### config.mk
export PLATFORM = sky130hd
export DESIGN_NAME = env_vca_flat
export DESIGN_NICKNAME = d
export VERILOG_FILES = /design/src/rtl/env_vca_if.sv /design/src/rtl/env_vca.sv /design/src/flat_wrapper.sv
export SDC_FILE = /design/constraint.sdc
export NUM_CORES = 1
export LEC_CHECK = 0
export CELL_PAD_IN_SITES_DETAIL_PLACEMENT = 1
export CELL_PAD_IN_SITES_GLOBAL_PLACEMENT = 2
export CORE_MARGIN = 5
export CORE_UTILIZATION = 32
export CTS_BUF_LIST = sky130_fd_sc_hd__clkbuf_8
export DETAILED_ROUTE_END_ITERATION = 16
export GPL_ROUTABILITY_DRIVEN = 0
export PLACE_DENSITY_LB_ADDON = 0.05
export SYNTH_ARGS = -nofsm -noshare
export SYNTH_HDL_FRONTEND = slang
export SYNTH_SLANG_ARGS = --single-unit
### constraint.sdc
create_clock -name clk -period 4.9 [get_ports clk]
set_clock_uncertainty 0.15 [all_clocks]
set_input_delay 0.98 -clock clk [delete_from_list [all_inputs] [get_ports clk]]
set_output_delay 0.98 -clock clk [all_outputs]
set_load 0.01 [all_outputs]
### src/rtl/env_vca_if.sv
// Voice-path bundle between the oscillator/control side and the ADSR envelope + VCA.
// ENV_VELOCITY_EN adds the 7-bit velocity input.
interface env_vca_if;
  logic signed [7:0] sample_in;
  logic              gate;
  logic        [7:0] attack_rate;
  logic        [7:0] decay_rate;
  logic        [7:0] sustain_level;
  logic        [7:0] release_rate;
`ifdef ENV_VELOCITY_EN
  logic        [6:0] velocity;
`endif
  logic signed [7:0] sample_out;
  logic        [7:0] env_level;
  logic        [2:0] env_state;
  logic              busy;

  modport master (
    output sample_in, gate, attack_rate, decay_rate, sustain_level, release_rate,
`ifdef ENV_VELOCITY_EN
    output velocity,
`endif
    input  sample_out, env_level, env_state, busy
  );

  modport slave (
    input  sample_in, gate, attack_rate, decay_rate, sustain_level, release_rate,
`ifdef ENV_VELOCITY_EN
    input  velocity,
`endif
    output sample_out, env_level, env_state, busy
  );
endinterface

### src/rtl/env_vca.sv
// ADSR envelope generator driving an 8x8 signed VCA on the oscillator sample stream.
// Define ENV_VELOCITY_EN to scale the envelope gain by the velocity latched at note-on.
module env_vca #(
  parameter int ENV_W = 16,
  parameter int PRESC = 256
) (
  input  logic      clk,
  input  logic      rst_n,
  env_vca_if.slave  bus
);

  typedef enum logic [2:0] {
    IDLE    = 3'd0,
    ATTACK  = 3'd1,
    DECAY   = 3'd2,
    SUSTAIN = 3'd3,
    RELEASE = 3'd4
  } state_t;

  localparam int              PW      = (PRESC > 2) ? $clog2(PRESC) : 1;
  localparam logic [ENV_W-1:0] ENV_MAX = '1;

  logic [PW-1:0]    presc_cnt;
  logic             tick;
  logic             gate_q;
  logic             rise;
  logic             fall;
  state_t           state_q, state_d;
  logic [ENV_W-1:0] env_q, env_d;
  logic [ENV_W-1:0] sustain_env;
  logic [ENV_W:0]   att_sum;
  logic [ENV_W:0]   dec_diff;
  logic [ENV_W-1:0] rel_step;
  logic [7:0]       gain;
  logic signed [15:0] prod;
  logic signed [7:0]  scaled;
  logic signed [7:0]  sample_q;

  // Free-running time base; gate activity never disturbs it.
  assign tick = (presc_cnt == PW'(PRESC - 1));

  // NOTE: sequential state uses non-blocking assignments so every register
  // samples the pre-edge values regardless of process ordering.
  always_ff @(posedge clk or negedge rst_n) begin
    if (!rst_n) begin
      presc_cnt <= '0;
      gate_q    <= 1'b0;
    end else begin
      presc_cnt <= tick ? '0 : presc_cnt + 1'b1;
      gate_q    <= bus.gate;
    end
  end

  assign rise = bus.gate & ~gate_q;
  assign fall = ~bus.gate & gate_q;

  assign sustain_env = {bus.sustain_level, {(ENV_W-8){1'b0}}};
  assign att_sum     = {1'b0, env_q} + (ENV_W+1)'(bus.attack_rate);
  assign dec_diff    = {1'b0, env_q} - (ENV_W+1)'(bus.decay_rate);
  assign rel_step    = ENV_W'(bus.release_rate);

  always_ff @(posedge clk or negedge rst_n) begin
    if (!rst_n) begin
      state_q <= IDLE;
      env_q   <= '0;
    end else begin
      state_q <= state_d;
      env_q   <= env_d;
    end
  end

  // Gate edges win over the tick: the new state is taken and env is left alone.
  // NOTE: defaults first so every path assigns state_d/env_d and no latch is inferred.
  always_comb begin
    state_d = state_q;
    env_d   = env_q;
    if (rise) begin
      state_d = ATTACK;
    end else if (fall && (state_q == ATTACK || state_q == DECAY || state_q == SUSTAIN)) begin
      state_d = RELEASE;
    end else if (tick) begin
      case (state_q)
        IDLE: env_d = '0;
        ATTACK: begin
          if (att_sum >= {1'b0, ENV_MAX}) begin
            env_d   = ENV_MAX;
            state_d = DECAY;
          end else begin
            env_d = att_sum[ENV_W-1:0];
          end
        end
        DECAY: begin
          // Borrow out of the subtraction means we undershot zero, hence below S too.
          if (dec_diff[ENV_W] || (dec_diff[ENV_W-1:0] <= sustain_env)) begin
            env_d   = sustain_env;
            state_d = SUSTAIN;
          end else begin
            env_d = dec_diff[ENV_W-1:0];
          end
        end
        SUSTAIN: env_d = sustain_env;
        RELEASE: begin
          if (env_q <= rel_step) begin
            env_d   = '0;
            state_d = IDLE;
          end else begin
            env_d = env_q - rel_step;
          end
        end
        default: begin
          env_d   = '0;
          state_d = IDLE;
        end
      endcase
    end
  end

  assign bus.env_level = env_q[ENV_W-1 -: 8];
  assign bus.env_state = state_q;
  assign bus.busy      = (state_q != IDLE);

`ifdef ENV_VELOCITY_EN
  logic [6:0]  vel_q;
  logic [7:0]  vel_p1;
  logic [14:0] vel_prod;

  always_ff @(posedge clk or negedge rst_n) begin
    if (!rst_n)    vel_q <= '0;
    else if (rise) vel_q <= bus.velocity;
  end

  // (vel_q+1)/128 keeps full velocity at unity gain and the result within 0..255.
  assign vel_p1   = {1'b0, vel_q} + 8'd1;
  assign vel_prod = 15'(bus.env_level) * 15'(vel_p1);
  assign gain     = 8'(vel_prod >> 7);
`else
  assign gain = bus.env_level;
`endif

  // Product spans -32640..32385, so 16 signed bits hold it exactly.
  assign prod   = $signed({{8{bus.sample_in[7]}}, bus.sample_in}) * $signed({8'b0, gain});
  assign scaled = 8'(prod >>> 8);

  always_ff @(posedge clk or negedge rst_n) begin
    if (!rst_n) sample_q <= '0;
    else        sample_q <= scaled;
  end

  assign bus.sample_out = sample_q;

endmodule

### src/flat_wrapper.sv
// flat-port wrapper written by rule: the top's interface ports become plain ports
module env_vca_flat 
#(
  parameter int ENV_W = 16,
  parameter int PRESC = 256
)
  (clk, rst_n, bus_sample_in, bus_gate, bus_attack_rate, bus_decay_rate, bus_sustain_level, bus_release_rate, bus_sample_out, bus_env_level, bus_env_state, bus_busy);
  env_vca_if bus_i ();
  input  logic clk;
  input  logic rst_n;
  input wire logic [$bits(bus_i.sample_in)-1:0] bus_sample_in;
  input wire logic [$bits(bus_i.gate)-1:0] bus_gate;
  input wire logic [$bits(bus_i.attack_rate)-1:0] bus_attack_rate;
  input wire logic [$bits(bus_i.decay_rate)-1:0] bus_decay_rate;
  input wire logic [$bits(bus_i.sustain_level)-1:0] bus_sustain_level;
  input wire logic [$bits(bus_i.release_rate)-1:0] bus_release_rate;
  output wire logic [$bits(bus_i.sample_out)-1:0] bus_sample_out;
  output wire logic [$bits(bus_i.env_level)-1:0] bus_env_level;
  output wire logic [$bits(bus_i.env_state)-1:0] bus_env_state;
  output wire logic [$bits(bus_i.busy)-1:0] bus_busy;
  assign bus_i.sample_in = bus_sample_in;
  assign bus_i.gate = bus_gate;
  assign bus_i.attack_rate = bus_attack_rate;
  assign bus_i.decay_rate = bus_decay_rate;
  assign bus_i.sustain_level = bus_sustain_level;
  assign bus_i.release_rate = bus_release_rate;
  assign bus_sample_out = bus_i.sample_out;
  assign bus_env_level = bus_i.env_level;
  assign bus_env_state = bus_i.env_state;
  assign bus_busy = bus_i.busy;
  env_vca #(.ENV_W(ENV_W), .PRESC(PRESC)) u_core (.clk(clk), .rst_n(rst_n), .bus(bus_i));
endmodule
* After elaboration in Yosys (flattened, before gate mapping)
Index checks and enable logic that the tools add are counted.
** Storage, ports and cells
- Input port bits :: 43
- Bits in registers :: 36
- Logic and storage cells :: 50
** Cells by class
- Multipliers :: 1
- Bitwise operators :: 6
- Magnitude comparators :: 3
- Eq/ne operators :: 9
- Add/sub/neg operators :: 4
- Reduce and logical (&&, ||, !) cells :: 10
- Muxes and demuxes :: 12
** Operators by type and width (number)
- $pmux W16 S4 :: 1
- $mux W16 :: 3
- $mux W3 :: 6
- $add A16 B8 Y17 :: 1
- $ge A17 B16 Y1 const B :: 1
- $sub A16 B8 Y17 :: 1
- $le A16 B16 Y1 :: 1
- $le A16 B8 Y1 :: 1
- $mul A8 B9 Y16 :: 1
- $sub A16 B8 Y16 :: 1
- $pmux W3 S4 :: 1
- $add A8 B1 Y8 const B :: 1
- $eq A8 B8 Y1 const B :: 1
- $mux W8 :: 1
- $ne A4 B3 Y1 const B :: 2
- $eq A3 B2 Y1 const B :: 2
- $reduce_bool A3 Y1 :: 2
- $reduce_and A5 Y1 :: 1
- $ne A4 B1 Y1 const B :: 1
- $not A1 Y1 :: 4
- $eq A3 B1 Y1 const B :: 1
- $eq A3 B3 Y1 const B :: 1
- $logic_not A3 Y1 :: 1
- $logic_or A1 B1 Y1 :: 3
- other kinds (5) :: 6

* Depth between registers and ports, before layout
- Word-level depth :: 8
- Gate-level depth with buffers :: 19

* Worst setup path after synthesis
OpenSTA, ideal clock, no wires.
- Path type :: in2reg
- From :: in bus_sample_in[7]
- To :: reg u_core.sample_q[7] (netlist: u_core.bus.sample_out[7])
- Path buffers :: 0
- Data required time :: 4.670 ns
- Setup slack :: -0.402 ns
- Stages :: 16
- Data arrival time :: 5.072 ns
- Cell sequence :: inv_1 > nor2_1 > fa_1 > inv_1 > fa_1 > inv_1 > fa_1 > inv_1 > fa_1 > inv_1 > ha_1 > o41ai_1 > o21ai_1 > or3_1 > a31oi_1 > xnor2_1
** Between the ends
- Word-level cells in the longest chain between the ends :: 1
** RTL lines
- start: declaration :: line flat_wrapper.sv:11 : input wire logic [$bits(bus_i.sample_in)-1:0] bus_sample_in;
- $mul A8 B9 Y16 :: line env_vca.sv:141 : assign prod = $signed({{8{bus.sample_in[7]}}, bus.sample_in}) * $signed({8'b0, gain});
- via u_core.prod[15] :: line env_vca.sv:35 : logic signed [15:0] prod;
- end signal: assignment :: line env_vca.sv:146 : else sample_q <= scaled;
- end: declaration :: line env_vca.sv:37 : logic signed [7:0] sample_q;
The timed path passes the listed nets, and every way through them passes these cells.
A chain may end at the register's enable or synchronous reset.

* Final worst setup path
- From :: in bus_decay_rate[0]
- To :: reg u_core.env_q[11]
** Between the ends
- Word-level cells in the longest chain between the ends :: 5
** RTL lines
- start: declaration :: line flat_wrapper.sv:14 : input wire logic [$bits(bus_i.decay_rate)-1:0] bus_decay_rate;
- $sub A16 B8 Y17 * :: line env_vca.sv:59 : assign dec_diff = {1'b0, env_q} - (ENV_W+1)'(bus.decay_rate);
- $le A16 B16 Y1 :: line env_vca.sv:94 : if (dec_diff[ENV_W] || (dec_diff[ENV_W-1:0] <= sustain_env)) begin
- $logic_or A1 B1 Y1 :: line env_vca.sv:94
- $mux W16 * :: line env_vca.sv:94
- $pmux W16 S4 * :: line env_vca.sv:82 : case (state_q)
- end signal: assignment :: line env_vca.sv:68 : env_q <= env_d;
- end: declaration :: line env_vca.sv:29 : logic [ENV_W-1:0] env_q, env_d;
Every way passes the cells marked *; elsewhere a longest branch is shown, timed or not.

==> metrics.md <==
| Metric | Value |
|---|---|
| Outcome | finished clean |
| Largest net degree at the start of global routing | 37 |
| Pwr Density | around 130 nW/um2 |
| First-pass GRT wire length | roughly 32000 um |
| Aggregate global routing overflow | 0 |
| Hold path endpoint | u_core.presc_cnt[4]$_DFF_PN0_ |
| Setup crit start kind | input pin |
| Final Cell Area | approximately 7500 um2 |
| DP Area | 7160 um2 |
| Layout area overhead | 30.6% |
| FFs w/ async S/R, synth | 1.00 |
| Register bit total from synthesis | 36 |
| Final setup margin | between 0.08 and 0.09 ns |
| Slew headroom | 0.351 |
| CP dominant cell by count | nand4_1 |
| Hold Path Cell Cnt | 1 |
| Fmax | a little over 200 MHz |
| Ys flop type | dfrtp_1 |
| Worst Tran Pin Value | between 0.9 and 1 ns |
| # DRC | 0 |
| Antenna-violating nets left | 0 |
| RSZ-0062 raised after global routing | yes |
| Total iterations of the first detailed-routing run | 7 |
| Crit path max-delay family | simple AND/OR/NAND/NOR gates |
| Post-synth top cells | 76 x inv_1, 71 x ha_1, 62 x nand2_1, 52 x nor2_1, 38 x fa_1 |
| # rows | 49 |
| DRT Wirelength | a little over 20000 um |
| Syn nets | 857 |
| Num CTS Buffers | 5 |
| Worst-path clk slew | 0.08 ns |
| FF-to-FF End | u_core.bus.sample_out[7]$_DFF_PN0_ |
| Worst Setup End Kind | flop |
| Iter 0 DRT Violations | 230 |
| Core Region | about 18000 um2 |
| Initial antenna violation count | 0 |
| Clock Tree Root | clkbuf_8 |
| Yosys top cell area share | 0.156 |
| Top-count cell post-synth | inv_1 |
| Initial Util | 0.324 |
| Critical path cell sequence | clkdlybuf4s50_1 -> ha_2 -> fa_2 -> nand2b_4 -> a21oi_2 -> o22a_1 -> buf_12 -> nor2_1 -> xor2_1 -> ha_1 -> nand4_1 -> or4_4 -> nor3_4 -> nand4_1 -> buf_6 -> and2_1 -> a22oi_1 -> o21ai_1 |
| Worst r2r path cells | 14 |
| Worst vdd ir | ~0.000081 V |
| Leak | ~3.6 nW |
| CP required | 4.94 ns |
| Vias per inst | 5.31 |
| Crit path DAT | between 4 and 5 ns |
| H-tree Lvls | 2 |
| EDFF count, synth | 0 |
| Hold Path Class | flop to flop |
| Die Area | approximately 21000 um2 |
| PortBufs | 62 |
| Sink Count | 36 |
| Via count | between 5000 and 6000 |
| Antenna Cells | 0 |
| Wirelength per Cell | approximately 19 um |
| Area leader, netlist | dfrtp_1 |
| Max_cap viols | 0 |
| Setup WS pre-CTS | -0.888 ns |
| Vias in the first global route | 6083 |
| Final setup viols | 0 |
| Final slew viol count | 0 |
| Cells after Synth | 705 |
| Finished Core Util | 0.423 |
| Die height | between 100 and 150 um |
| Yosys cell types | 75 |
| Top cells by area, synth | dfrtp_1 16%, ha_1 15%, fa_1 13% |
| CP max FO | 5 |
| Critical path type | input pin to flop |
| Final Hold Fails | 0 |
| Maximum buffer depth of the clock tree | 2 |
| TritonCTS clock tree | yes |
| IO Pins | between 60 and 70 |
| Clk_lat worst skew | roughly 0.32 ns |
| R2R Setup Slk | approximately 0.2 ns |
| WP buf/inv | 3 |
| Nets | 975 |
| DIE WIDTH | 144 um |
| Share of layout cells above drive strength 1 | 0.195 |
| CP max-delay cell | or4_4 |
| GRT Overall Usage | 0.200 |
| Area of the mapped netlist | ~5800 um2 |
| Hpwl dp | approximately 17000 um |
| Period utilization | 0.982 |
| Hold path start | u_core.presc_cnt[4]$_DFF_PN0_ |
| Synth warnings | 0 |
| Syn avg cell area | between 8 and 9 um2 |
| Hold buffer count at cts | 0 |
| Fin crit period | around 4.8 ns |
| Origin of the critical flop-to-flop path | u_core.env_q[10]$_DFFE_PN0P_ |
| Largest stage delay on the critical path | between 0.5 and 0.6 ns |
| Sequential-to-total area share from yosys stat | 0.156 |
flip-flops by register name, indices dropped and copies added (netlist names):
register,count
u_core.env_q,16
u_core.bus.sample_out,8
u_core.presc_cnt,8
u_core.bus.env_state,3
u_core.gate_q,1
worst max path at each step:
| stage | start | end | cells after the start |
|---|---|---|---|
| after global placement | bus_sample_in[7] | u_core.bus.sample_out[7]$_DFF_PN0_ | 17 |
| after detailed placement | bus_sample_in[6] | u_core.bus.sample_out[7]$_DFF_PN0_ | 17 |
| after CTS | bus_sample_in[7] | u_core.bus.sample_out[7]$_DFF_PN0_ | 17 |
| after global routing | bus_sample_in[7] | u_core.bus.sample_out[7]$_DFF_PN0_ | 18 |
| after floorplan | bus_sample_in[4] | u_core.bus.sample_out[7]$_DFF_PN0_ | 14 |
| final | bus_decay_rate[0] | u_core.env_q[11]$_DFFE_PN0P_ | 18 |
routing by layer:
layer  vias up  share of wire  global-route usage
met2       100           0.51               0.363
li1       2686              -                   -
met3        23          0.031              0.0235
met5         -              0                   0
met1      2785           0.44               0.250
met4         0          0.019              0.0530
cells in the final DEF, fill, tap and decap left out, drive strengths merged, types with 11 or more instances in the layout:
cell type,netlist,final
a21oi,18,18
a31oi,11,11
and2,35,35
buf,12,91
clkdlybuf4s50,0,52
dfrtp,36,36
fa,38,38
ha,71,71
inv,79,78
nand2,62,62
nand2b,18,18
nand3,12,12
nor2,53,53
nor3,17,17
o211ai,11,11
o21ai,38,38
xnor2,22,22
xor2,16,16
logic make-up (layout without fill, tap and decap cells):
family | after synthesis | count (layout) | synth area share
buffers and inverters | 112 | 231 | 0.0797
AO/OA/AOI/OAI | 153 | 153 | 0.187
flip-flops | 36 | 36 | 0.156
XOR/XNOR | 38 | 38 | 0.0576
adder cells (fa/ha/maj) | 109 | 109 | 0.286
AND/OR/NAND/NOR | 251 | 251 | 0.223
multiplexers | 6 | 6 | 0.0111
worst register-to-register path: stages, from the launching register on:
cell and delay (ns):
dfrtp_1 0.54, nand2b_1 0.25, fa_1 0.53, inv_1 0.05
fa_1 0.46, fa_1 0.55, inv_1 0.05, fa_1 0.53
inv_1 0.07, ha_4 0.18, o41ai_4 0.42, o21ai_2 0.10
or3_4 0.41, a31oi_4 0.19, xnor2_1 0.14
power breakdown:
group          switching (mW)  internal [mW]
logic                   0.185          0.154
registers              0.0209          0.309
clock network           0.130          0.180
through the flow:
| stage | hold slack (ns) | TNS, ns | instances | power (mW) |
|---|---|---|---|---|
| after floorplan | 0.288 | 0 | 705 | 0.496 |
| after global placement | 0.306 | -9.39 | 1039 | 0.653 |
| after detailed placement | 0.318 | -11.05 | 1039 | 0.661 |
| after CTS | 0.333 | 0 | 1049 | 0.986 |
| after global routing | 0.366 | -0.183 | 1053 | 1.04 |
| final | 0.333 | 0 | 1053 | 0.979 |
repair_timing:
action	CTS	global route
endpoints found under the setup margin	18	17
pin swaps	22	32
resized for setup	69	24
setup buffers	2	4
gates cloned	0	0
cell type report:
class | count | area [um2]
clock buffers | 7 | 96.3
clock inverters | 1 | 30.0
fillers | 2101 | 10300
inverters | 79 | 300
multi-input cells | 557 | 4670
flip-flops and latches | 36 | 902
well taps | 229 | 287
repair buffers | 144 | 1250
Note: power is estimated with default switching activity, not from simulation.
==> RTL edit: new RTL, same settings <==
`ENV_W` is set to 16 in 2 places; all go to 32.
--- a/src/rtl/env_vca.sv
+++ b/src/rtl/env_vca.sv
@@ -3,3 +3,3 @@
 module env_vca #(
-  parameter int ENV_W = 16,
+  parameter int ENV_W = 32,
   parameter int PRESC = 256
--- a/src/flat_wrapper.sv
+++ b/src/flat_wrapper.sv
@@ -3,3 +3,3 @@
 #(
-  parameter int ENV_W = 16,
+  parameter int ENV_W = 32,
   parameter int PRESC = 256
Function: no difference found for any inputs over 10 cycles, from zero or initial values and one cycle with rst_n low; that may be too few to reach the edited logic, so the function may still have changed.
==> RTL edit against the original RTL <==
- the run now ends with negative setup slack left
- register-to-register slack got worse by 0.26 ns
- critical path depth up 3
- sequential cell count grew 16
- wire length rose by 86%
- worst setup slack lost 0.21 ns
- cell area increased by 53%
- area after synthesis rose by 42%
- first-iteration DRC count increased by 150%
- die area up 39%
- total power up 34%
==> RTL edit: results (changes against the original RTL) <==
qor: routing.firstDrtPassIters 5 [-2]
qor: critical_path.worstPathMaxFanout 4 [-1]
qor: global_routing.global_route_usage_over_all_layers 26.1% [+6.1 points]
qor: cells_and_area.flip_flop_count_of_the_largest_register_all_copies_and_words_added 32 [+16]
qor: synthesis.synthTopCellsByArea sky130_fd_sc_hd__dfrtp_1, sky130_fd_sc_hd__ha_1, sky130_fd_sc_hd__fa_1
qor: routing.drt-initial-drc-count 569 [+150%]
qor: global_routing.grt_util_met2 41.0% [+4.7 points]
qor: timing.setup_viol 27 [+27]
qor: status.violations negative setup slack
qor: routing.wl_met1 18000 microns [+98%]
qor: global_routing.first_pass_grt_wire_length 58200 microns [+80%]
qor: cells_and_area.fill_cells 3050 [+45%]
qor: power.max-vdd-ir-drop 0.000101 V [+24%]
qor: routing.met3_wire_len 1900 microns [+200%]
qor: global_routing.number_of_global_route_vias_before_repair 9688 [+59%]
qor: synthesis.cell_types_with_the_highest_counts_after_synthesis sky130_fd_sc_hd__nand2_1, sky130_fd_sc_hd__inv_1, sky130_fd_sc_hd__nor2_1, sky130_fd_sc_hd__a21oi_1, sky130_fd_sc_hd__ha_1
qor: global_routing.grt.met3_usage 4.02% [+1.7 points]
qor: cells_and_area.finalNetCount 1489 [+53%]
qor: timing.fin_tns_setup -1.37 ns [-1.37 ns]
qor: global_routing.grt_start_max_net_pins 32 [-14%]
qor: cells_and_area.final_layout_size_suffix_gt1_share 26.9% [+7.4 points]
qor: cts.clkSlewWorstSetupHoldPaths 0.12 ns [+0.04 ns]
qor: routing.wl_met2 16900 microns [+63%]
qor: timing.worst-slew-pin-transition 1.39 ns [+0.417 ns]
qor: synthesis.syn-instance-count 1079 [+53%]
qor: routing.route.top_layer_used met5
qor: critical_path.timing.critical_path.slowest_stage_cell sky130_fd_sc_hd__or4_4
qor: synthesis.yosys.cell_types.count 81 [+8.0%]
qor: critical_path.cpPeakStageDelay 0.43 ns [-0.09 ns]
qor: synthesis.ys_seq_area_share 15.9% [+0.25 points]
qor: status.run_status finished with violations
qor: synthesis.synth_nets 1231 [+44%]
qor: global_routing.number_of_antenna_violations_at_the_first_check_in_global_routing 1 [+1]
qor: placement.io_buffers 62 [unchanged]
qor: timing.layout_setup_ws -0.119 ns [-0.208 ns]
qor: placement.dpl.hpwl 30500 microns [+81%]
qor: critical_path.worstPathArrival 5.12 ns [+0.27 ns]
qor: power.power.static_leakage 5.15 nW [+45%]
qor: routing.dr_total_vias 9430 [+69%]
qor: placement.place.detailed.instances 1619 [+56%]
[RTL edit: path summary, 6_finish.rpt]
path / startpoint / endpoint / slack, ns / cells past startpoint
max: bus_decay_rate[0] / u_core.env_q[13] / -0.12 / 21
min: u_core.presc_cnt[4] / u_core.presc_cnt[4] / 0.34 / 1
max reg2reg: u_core.env_q[16] / u_core.env_q[13] / -0.06 / 17
min reg2reg: u_core.presc_cnt[4] / u_core.presc_cnt[4] / 0.34 / 1
max in group asynchronous: rst_n / u_core.env_q[21] / 3.21 / 2
min in group asynchronous: rst_n / u_core.bus.sample_out[5] / 0.48 / 1
[RTL edit: where the power goes]
group          leakage, nW  internal, mW  switching, mW
sequential           0.678         0.450         0.0173
combinational         4.42         0.234          0.259
clock               0.0548         0.155          0.195
total                 5.15         0.839          0.471
[RTL edit: layout make-up]
cell class / count / area (sq um) / area share (%)
clock buffers: 5 / 68.8 / 0.597
clock inverters: 3 / 46.3 / 0.402
inverters: 93 / 349 / 3.03
multi-input cells: 876 / 6800 / 59.0
flip-flops and latches: 52 / 1300 / 11.3
well taps: 330 / 413 / 3.58
repair buffers: 309 / 2550 / 22.2
[RTL edit: repair_timing]
| item | in CTS | in global routing |
|---|---|---|
| gates resized for setup | 105 | 47 |
| pin swaps | 55 | 41 |
| setup endpoints to repair | 41 | 39 |
| hold endpoints to repair | 0 | 0 |
| buffers inserted | 19 | 22 |
| cloned | 1 | 0 |
[RTL edit: cell families (layout without fill, tap and decap cells)]
logic type | Yosys count | count (layout) | share of synthesized area, %
simple gates | 415 | 416 | 26.1
compound gates | 300 | 300 | 24.8
flops | 52 | 52 | 15.9
fa+ha+maj | 109 | 109 | 20.1
xor+xnor | 51 | 51 | 5.44
buf+inv | 152 | 410 | 7.70
